--- config.mk ---
export PLATFORM = sky130hd
export DESIGN_NAME = mac_scheduler
export DESIGN_NICKNAME = d
export VERILOG_FILES = /design/src/rtl/mac_scheduler_pkg.sv /design/src/rtl/mac_scheduler_rr_arbiter.sv /design/src/rtl/mac_scheduler.sv
export SDC_FILE = /design/constraint.sdc
export NUM_CORES = 2
export LEC_CHECK = 0
export BUFFER_PORTS_ARGS = -buffer_cell sky130_fd_sc_hd__buf_2
export CAP_MARGIN = 20
export CORE_ASPECT_RATIO = 1.25
export CORE_MARGIN = 2
export CORE_UTILIZATION = 35
export CTS_CLUSTER_DIAMETER = 100
export DETAILED_ROUTE_END_ITERATION = 10
export GPL_ROUTABILITY_DRIVEN = 0
export GPL_TIMING_DRIVEN = 0
export PLACE_DENSITY = 0.58
export SYNTH_ARGS = -nofsm -noshare
export SYNTH_HDL_FRONTEND = slang
export SYNTH_SLANG_ARGS = --single-unit
export TNS_END_PERCENT = 5
--- constraint.sdc ---
create_clock -name clk -period 22 [get_ports clk]
set_clock_uncertainty 0.15 [all_clocks]
set_input_delay 2.2 -clock clk [delete_from_list [all_inputs] [get_ports clk]]
set_output_delay 2.2 -clock clk [all_outputs]
set_load 0.01 [all_outputs]
--- src/rtl/mac_scheduler_pkg.sv ---
// Shared fixed-point helpers and the MAC pipeline stage record.
// Stage fields are sized for the widest supported configuration.
package GLOBALS;
  localparam int BITS     = 10;
  localparam int OP_W     = 32;
  localparam int ID_MAX_W = 3;

  // Signed divide by 2^q, truncating toward zero.
  function automatic logic signed [2*OP_W-1:0] DEQUANTIZE(
    input logic signed [2*OP_W-1:0] v,
    input int                       q
  );
    logic signed [2*OP_W-1:0] bias;
    bias = '0;
    if (v[2*OP_W-1]) bias = {(2*OP_W){1'b1}} >> (2*OP_W - q);
    return (v + bias) >>> q;
  endfunction

  typedef struct packed {
    logic signed [OP_W-1:0] a;
    logic signed [OP_W-1:0] b;
    logic [ID_MAX_W-1:0]    id;
    logic                   first;
    logic                   last;
    logic                   valid;
  } mac_op_t;
endpackage

--- src/rtl/mac_scheduler_rr_arbiter.sv ---
// Round-robin arbiter: search starts at ptr, ptr moves past each winner.
module rr_arbiter #(
  parameter  int NUM_REQ = 4,
  localparam int ID_W    = $clog2(NUM_REQ)
) (
  input  logic               clk,
  input  logic               rst,
  input  logic               en,
  input  logic [NUM_REQ-1:0] req,
  output logic [NUM_REQ-1:0] gnt
);
  logic [ID_W-1:0] ptr, gidx;
  logic            found;
  int              idx;

  always_comb begin
    gnt   = '0;
    gidx  = ptr;
    found = 1'b0;
    idx   = 0;
    if (en) begin
      for (int k = 0; k < NUM_REQ; k++) begin
        idx = (int'(ptr) + k) % NUM_REQ;
        if (!found && req[idx]) begin
          found    = 1'b1;
          gnt[idx] = 1'b1;
          gidx     = ID_W'(idx);
        end
      end
    end
  end

  always_ff @(posedge clk or posedge rst) begin
    if (rst)
      ptr <= '0;
    else if (found)
      ptr <= (gidx == ID_W'(NUM_REQ - 1)) ? '0 : gidx + 1'b1;
  end
endmodule

--- src/rtl/mac_scheduler.sv ---
// Time-shared pipelined MAC: arbitrate, multiply, dequantize, accumulate
// per requester and emit finished dot products tagged with requester id.
module mac_scheduler import GLOBALS::*; #(
  parameter  int NUM_REQ    = 4,
  parameter  int DATA_WIDTH = 32,
  parameter  int QUANT_BITS = BITS,
  localparam int ID_W       = $clog2(NUM_REQ)
) (
  input  logic                                clk,
  input  logic                                rst,
  input  logic [NUM_REQ-1:0]                  req,
  input  logic [NUM_REQ-1:0]                  req_first,
  input  logic [NUM_REQ-1:0]                  req_last,
  input  logic [NUM_REQ-1:0][DATA_WIDTH-1:0]  req_a,
  input  logic [NUM_REQ-1:0][DATA_WIDTH-1:0]  req_b,
  output logic [NUM_REQ-1:0]                  gnt,
  output logic [DATA_WIDTH-1:0]               y_out,
  output logic [ID_W-1:0]                     y_id,
  output logic                                y_out_wr_en,
  input  logic                                y_out_full
);
  mac_op_t s1, s1_nxt, s2, s2_nxt;

  logic                          stall, arb_en, s2_ok;
  logic [ID_W-1:0]               gidx, s2_idx;
  logic signed [DATA_WIDTH-1:0]  a_sel, b_sel;
  logic                          f_sel, l_sel;
  logic signed [2*DATA_WIDTH-1:0] mul_a, mul_b, s1_prod, s2_prod;
  logic signed [2*OP_W-1:0]      prod_ext;
  logic signed [DATA_WIDTH-1:0]  p, acc_cur, sum;
  logic [NUM_REQ-1:0][DATA_WIDTH-1:0] acc;
  logic [NUM_REQ-1:0]            acc_we;

  // Arbitration is frozen while a finished result waits on the FIFO.
  assign arb_en = !stall && !rst;

  rr_arbiter #(.NUM_REQ(NUM_REQ)) u_arb (
    .clk (clk),
    .rst (rst),
    .en  (arb_en),
    .req (req),
    .gnt (gnt)
  );

  always_comb begin
    gidx  = '0;
    a_sel = '0;
    b_sel = '0;
    f_sel = 1'b0;
    l_sel = 1'b0;
    for (int i = 0; i < NUM_REQ; i++) begin
      if (gnt[i]) begin
        gidx  = ID_W'(i);
        a_sel = req_a[i];
        b_sel = req_b[i];
        f_sel = req_first[i];
        l_sel = req_last[i];
      end
    end
  end

  always_comb begin
    s1_nxt       = '0;
    s1_nxt.a     = OP_W'(a_sel);
    s1_nxt.b     = OP_W'(b_sel);
    s1_nxt.id    = ID_MAX_W'(gidx);
    s1_nxt.first = f_sel;
    s1_nxt.last  = l_sel;
    s1_nxt.valid = |gnt;
  end

  assign mul_a   = (2*DATA_WIDTH)'($signed(s1.a[DATA_WIDTH-1:0]));
  assign mul_b   = (2*DATA_WIDTH)'($signed(s1.b[DATA_WIDTH-1:0]));
  assign s1_prod = mul_a * mul_b;

  // In S2 the a:b fields carry the high:low halves of the full product.
  always_comb begin
    s2_nxt   = s1;
    s2_nxt.a = OP_W'(s1_prod[2*DATA_WIDTH-1:DATA_WIDTH]);
    s2_nxt.b = OP_W'(s1_prod[DATA_WIDTH-1:0]);
  end

  always_ff @(posedge clk or posedge rst) begin
    if (rst) begin
      s1 <= '0;
      s2 <= '0;
    end else if (!stall) begin
      s1 <= s1_nxt;
      s2 <= s2_nxt;
    end
  end

  assign s2_prod  = $signed({s2.a[DATA_WIDTH-1:0], s2.b[DATA_WIDTH-1:0]});
  assign prod_ext = (2*OP_W)'(s2_prod);
  assign p        = DATA_WIDTH'(DEQUANTIZE(prod_ext, QUANT_BITS));

  assign s2_idx  = s2.id[ID_W-1:0];
  assign s2_ok   = s2.valid && ({1'b0, s2.id} < (ID_MAX_W + 1)'(NUM_REQ));
  assign acc_cur = acc[s2_idx];
  assign sum     = s2.first ? p : acc_cur + p;
  assign stall   = s2_ok && s2.last && y_out_full;

  assign y_out_wr_en = s2_ok && s2.last && !y_out_full;
  assign y_out       = (s2_ok && s2.last) ? sum : '0;
  assign y_id        = (s2_ok && s2.last) ? s2_idx : '0;

  for (genvar g = 0; g < NUM_REQ; g++) begin : g_acc
    assign acc_we[g] = s2_ok && !stall && (s2_idx == ID_W'(g));

    always_ff @(posedge clk or posedge rst) begin
      if (rst)
        acc[g] <= '0;
      else if (acc_we[g])
        acc[g] <= sum;
    end
  end
endmodule

* After elaboration in Yosys (flattened, before gate mapping)
Index checks and enable logic that the tools add are counted.
** Word-level totals
- Register bits :: 268
- Latch bits :: 0
- RAM bits :: 0
- ROM bits :: 0
- Bits of input ports :: 271
- Output and inout bits :: 39
- Logic and storage cells :: 137
- Memories kept :: 0
** Cells by class
- $add $sub $neg :: 6
- Multipliers :: 1
- Div/mod/pow operators :: 0
- Magnitude comparators :: 10
- Eq/ne operators :: 4
- Shift-type cells :: 0
- Mux-type cells :: 65
- Bitwise gates (word level) :: 6
- Reduce and logical (&&, ||, !) cells :: 28
** Operators with widths (count)
- two-way mux 32 bit :: 11
- binary-select mux 32 bit (select 2 bit) :: 1
- multiplier 32 x 32 -> 64 bit :: 1
- adder 42 bit :: 1
- adder 32 bit :: 1
- two-way mux 4 bit :: 8
- two-way mux 1 bit :: 28
- logical AND 1 bit :: 17
- two-way mux 2 bit :: 8
- < comparator 3 x 4 -> 1 bit (second input constant) :: 3
- bitwise OR 4 bit :: 3
- two-way mux 10 bit :: 1
- >= comparator 3 x 1 -> 1 bit (second input constant) :: 3
- < comparator 2 x 3 -> 1 bit (second input constant) :: 3
- binary-select mux 1 bit (select 2 bit) :: 4
- demux 1 bit (select 2 bit) :: 4
- == test 2 bit (second input constant) :: 3
- zero test 1 bit :: 6
- OR reduction 2 bit :: 3
- adder 2 x 1 -> 2 bit (second input constant) :: 2
- adder 2 bit (second input constant) :: 2
- OR reduction 4 bit :: 1
- bitwise AND 1 bit (first input constant) :: 3
- == test 2 x 1 -> 1 bit (second input constant) :: 1
- other kinds (2) :: 2

* Logic depth before layout (Yosys ltp)
- Depth in word-level cells :: 23
- Gate-level depth with buffers :: 30
- Depth with buffers taken out :: 28

* Modules after synthesis
Synthesis repeated with hierarchy kept, for this count alone.
** Second synthesis, totals
- Cells, all modules :: 5382
- Area total of the unflattened synthesis :: 49800.3 sq um
** By module, submodules not included
- mac_scheduler :: times used 1, cells an instance 5312, area each 49193.4 sq um, seq. area each 6130.9 sq um
- rr_arbiter :: times used 1, cells an instance 70, area each 606.8 sq um, seq. area each 50.0 sq um

* Least setup slack after synthesis
OpenSTA, ideal clock, no wires.
- Path kind :: register to register
- Start :: register s1, in the netlist mul_a[31]
- End :: register s2, in the netlist prod_ext[63]
- Setup time :: 0.137 ns
- Arrival :: 7.666 ns
- Data required time :: 21.713 ns
- Setup slack :: 14.047 ns
- Stages on the path, launching flop included :: 29
- Buffers on the path :: 1
- Clock period less this slack :: 7.953 ns
- Cells stage by stage :: dfrtp_1 clkbuf_1 nand2_1 inv_1 fa_1 inv_1 fa_1 inv_1 fa_1 fa_1 inv_1 fa_1 inv_1 fa_1 inv_1 fa_1 inv_1 fa_1 ha_1 a21o_1 a21o_1 a21o_1 a21o_1 a21o_1 a21o_1 a21o_1 a221oi_1 xnor2_1 a21oi_1
** Between the ends
- Longest elaborated chain between the ends :: 1
** RTL lines
- start, declared :: line mac_scheduler.sv:22 : mac_op_t s1, s1_nxt, s2, s2_nxt;
- start signal, assigned :: line mac_scheduler.sv:88 : s1 <= s1_nxt;
- multiplier 32 x 32 -> 64 bit :: line mac_scheduler.sv:74 : assign s1_prod = mul_a * mul_b;
- end signal, assigned :: line mac_scheduler.sv:89 : s2 <= s2_nxt;
- end, declared :: line mac_scheduler.sv:22
No other way between the ends.
A chain may end at the register's enable or synchronous reset.

* Worst setup path after layout
- Start :: register s1, in the netlist mul_b[5]
- End :: register s2, in the netlist prod_ext[63]
Same word-level chain as after synthesis.

==> run metrics <==
ANT nets after route 0; worst endpoint required time 22.37 ns; Syn Nets 6853; hold path depth 1; CTS Root Cell clkbuf_16; asr flop ratio synth 1.000; Vias 40070; slew of the pin with the lowest slew margin 1.276 ns; Most Crowded Layer GR met2; Hold Crit Class reg -> reg; # IOs 310; CTS Hold Bufs 0; CTS clk-pin slew, worst paths 0.06 ns; port buffer count 309; FF/Latch Area 6181 um^2; Data arrival, critical path 11.23 ns; Final Setup Violations 0; crit path time final 10.86 ns; CP endpoint kind register; most frequent CP cell fa_1; post-synthesis sequential area ratio 0.1261; Post-CTS Repair Setup Buffers 0; layout cells sized above 1 0.07947; CTS resizes 0; Mapped Cells 5268; H-tree Lvls 1; Final Hold Fails 0; CP Launch Type register; grt total ovfl 0; worst-case clock buffer depth 3; slowest CP cell fa_1; DRT Pass-1 Iters 6; synthesized area per cell 9.304 um^2; Residual DRC 0; Cell variety after synth 70; mapped cell area 49020 um^2; die area 143100 um^2; relative slew slack 0.1495; Post-DP HPWL 158.1 mm; Num Clock Sinks 247; Post-synth EDFFs 0; Die H 422.4 um; post-DR wirelength/cell 25.14 um; Synth Warn # 0; status finished, final reports clean; core area 139000 um^2; period utilisation layout 0.4936; DRT Wirelength 189.1 mm; First DRT Iteration DRCs 3407; setup TNS 0 ns; Post-synth top flop dfrtp_1; CTS tree done; first-pass GRT wire length 279.6 mm; met1 usage 0.3141; Skew-Pair Late Insertion Delay 0.61 ns; critical path class reg -> reg; Fill cells 14340; max incr delay on CP 0.95 ns; Synth Register Bits 247; Multi-input gate area 37640 um^2; DIE WIDTH 338.7 um; max-slew violation count 0; Worst Reg-to-Reg Cells 28; vias in the first global route 42620; CTS Buf Count 28; Final nets 7201; Core Rows 153; Max Cap Viol 0; CP max FO 10; M3 GR Usage 0.05796; area grow syn2layout 10.33%; Vias/cell 5.328; largest net degree at the start of global routing 123; initial antenna violation count 31; GRT Util Overall 0.2660; Peak Freq 92.08 MHz; initial core utilization 0.3527; GR Layer Usage met2 0.4380; RSZ-0062 raised after global routing no
[placed cells by master, fill, tap and decap left out, types with 11 or more instances in the layout]
master     count
a21o_1        32
a21oi_1       81
a221oi_1      73
a22oi_1       67
a31oi_1       14
and2_1       411
and3_1        15
buf_1         19
buf_2        320
clkbuf_1     265
clkbuf_16     28
dfrtp_1      247
diode_2       24
fa_1        1082
ha_1         231
inv_1       1086
mux2_2        15
mux4_2        34
nand2_1      812
nand2b_1      15
nand3_1       30
nand4_1       19
nor2_1       196
nor2b_1       11
nor3_1        21
o21ai_0      216
o21ai_1       20
o31ai_1       11
xnor2_1       64
xor2_1        47
[registers in the layout, indices dropped and copies added (netlist names)]
signal     cells
s1             5
s2             5
u_arb.ptr      2
mul_b         32
mul_a         32
acc          128
prod_ext      43
[path summary, 6_finish.rpt]
kind	slack [ns]	to	start
min in group asynchronous	1.54	u_arb.ptr[1]$_DFFE_PP0P_	rst
worst max register to register	11.14	prod_ext[63]$_DFFE_PP0N_	mul_b[5]$_DFFE_PP0N_
max in group asynchronous	19.12	acc[94]$_DFFE_PP0P_	rst
worst max-delay path	11.14	prod_ext[63]$_DFFE_PP0N_	mul_b[5]$_DFFE_PP0N_
worst min-delay path	0.31	s2[0]$_DFFE_PP0N_	s1[0]$_DFFE_PP0N_
worst min register to register	0.31	s2[0]$_DFFE_PP0N_	s1[0]$_DFFE_PP0N_
[per-layer routing]
metal	vias up	routed length (um)
li1	16650	-
met4	12	15620
met2	2120	87920
met1	20590	67670
met3	698	17810
met5	-	77
[worst max-delay path: cells and delay by family (launching register included)]
family                   cells  cell delay [ns]
buffers and inverters        8             2.03
AND/OR/NAND/NOR              1             0.31
flip-flops                   1             0.56
adder cells (fa/ha/maj)      9             4.84
AO/OA/AOI/OAI                9             2.32
XOR/XNOR                     1             0.52
[synthesized netlist by cell type (all sizes together), types with 3 or more instances]
library cell,instances,area (um^2)
inv,1089,4088
fa,1083,21680
nand2,812,3048
and2,412,2580
clkbuf,263,987.2
dfrtp,247,6181
o21ai,236,1181
ha,231,2890
nor2,196,735.7
a21oi,82,414.2
a221oi,74,654.4
a22oi,67,503.0
xnor2,64,560.5
xor2,48,427.9
mux4,34,765.7
a21o,32,240.2
nand3,31,160.1
buf,29,123.9
nor3,23,120.1
nand4,19,118.9
and3,15,93.84
mux2,15,168.9
nand2b,15,93.84
a31oi,14,87.58
mux2i,11,122.6
nor2b,11,68.82
o31ai,11,82.58
or3,10,62.56
o21a,9,67.56
o211ai,8,60.06
o21bai,8,60.06
a211oi,7,62.56
nor4,7,56.30
and4,6,52.55
a211o,5,43.79
a221o,4,40.04
nor3b,4,30.03
o22ai,4,25.02
a2111oi,3,26.28
or2,3,18.77
[per-stage QoR]
step | area, um^2 | hold slack (ns) | std cells | worst slack [ns] | util
5_1_grt | 54050 | 0.3391 | 7508 | 11.01 | 0.3889
6_report | 54080 | 0.3102 | 7521 | 11.14 | 0.3891
3_5_place_dp | 52980 | 0.3108 | 7442 | 11.43 | 0.3812
4_1_cts | 53960 | 0.3200 | 7493 | 11.35 | 0.3883
2_1_floorplan | 49020 | 0.2852 | 5268 | 12.86 | -
3_3_place_gp | 52890 | 0.2996 | 7437 | 9.668 | 0.3806
[layout make-up]
type | count | area share
multi-input cells | 3640 | 0.6961
flip-flops and latches | 247 | 0.1143
inverters | 1089 | 0.07572
well taps | 1860 | 0.04303
repair buffers | 318 | 0.03105
plain buffers | 292 | 0.02054
clock buffers | 39 | 0.01539
clock inverters | 12 | 0.002799
diodes | 24 | 0.001111
[cell families after synthesis]
logic type | count (synthesis) | share of synthesized area
simple gates | 1569 | 0.1485
compound gates | 585 | 0.07630
flops | 247 | 0.1261
buf+inv | 1381 | 0.1061
fa+ha+maj | 1314 | 0.5013
xor+xnor | 112 | 0.02017
mux | 60 | 0.02157
Power is not shown: default switching activity piles up to over one toggle a cycle in this logic, so the estimate is an artifact.
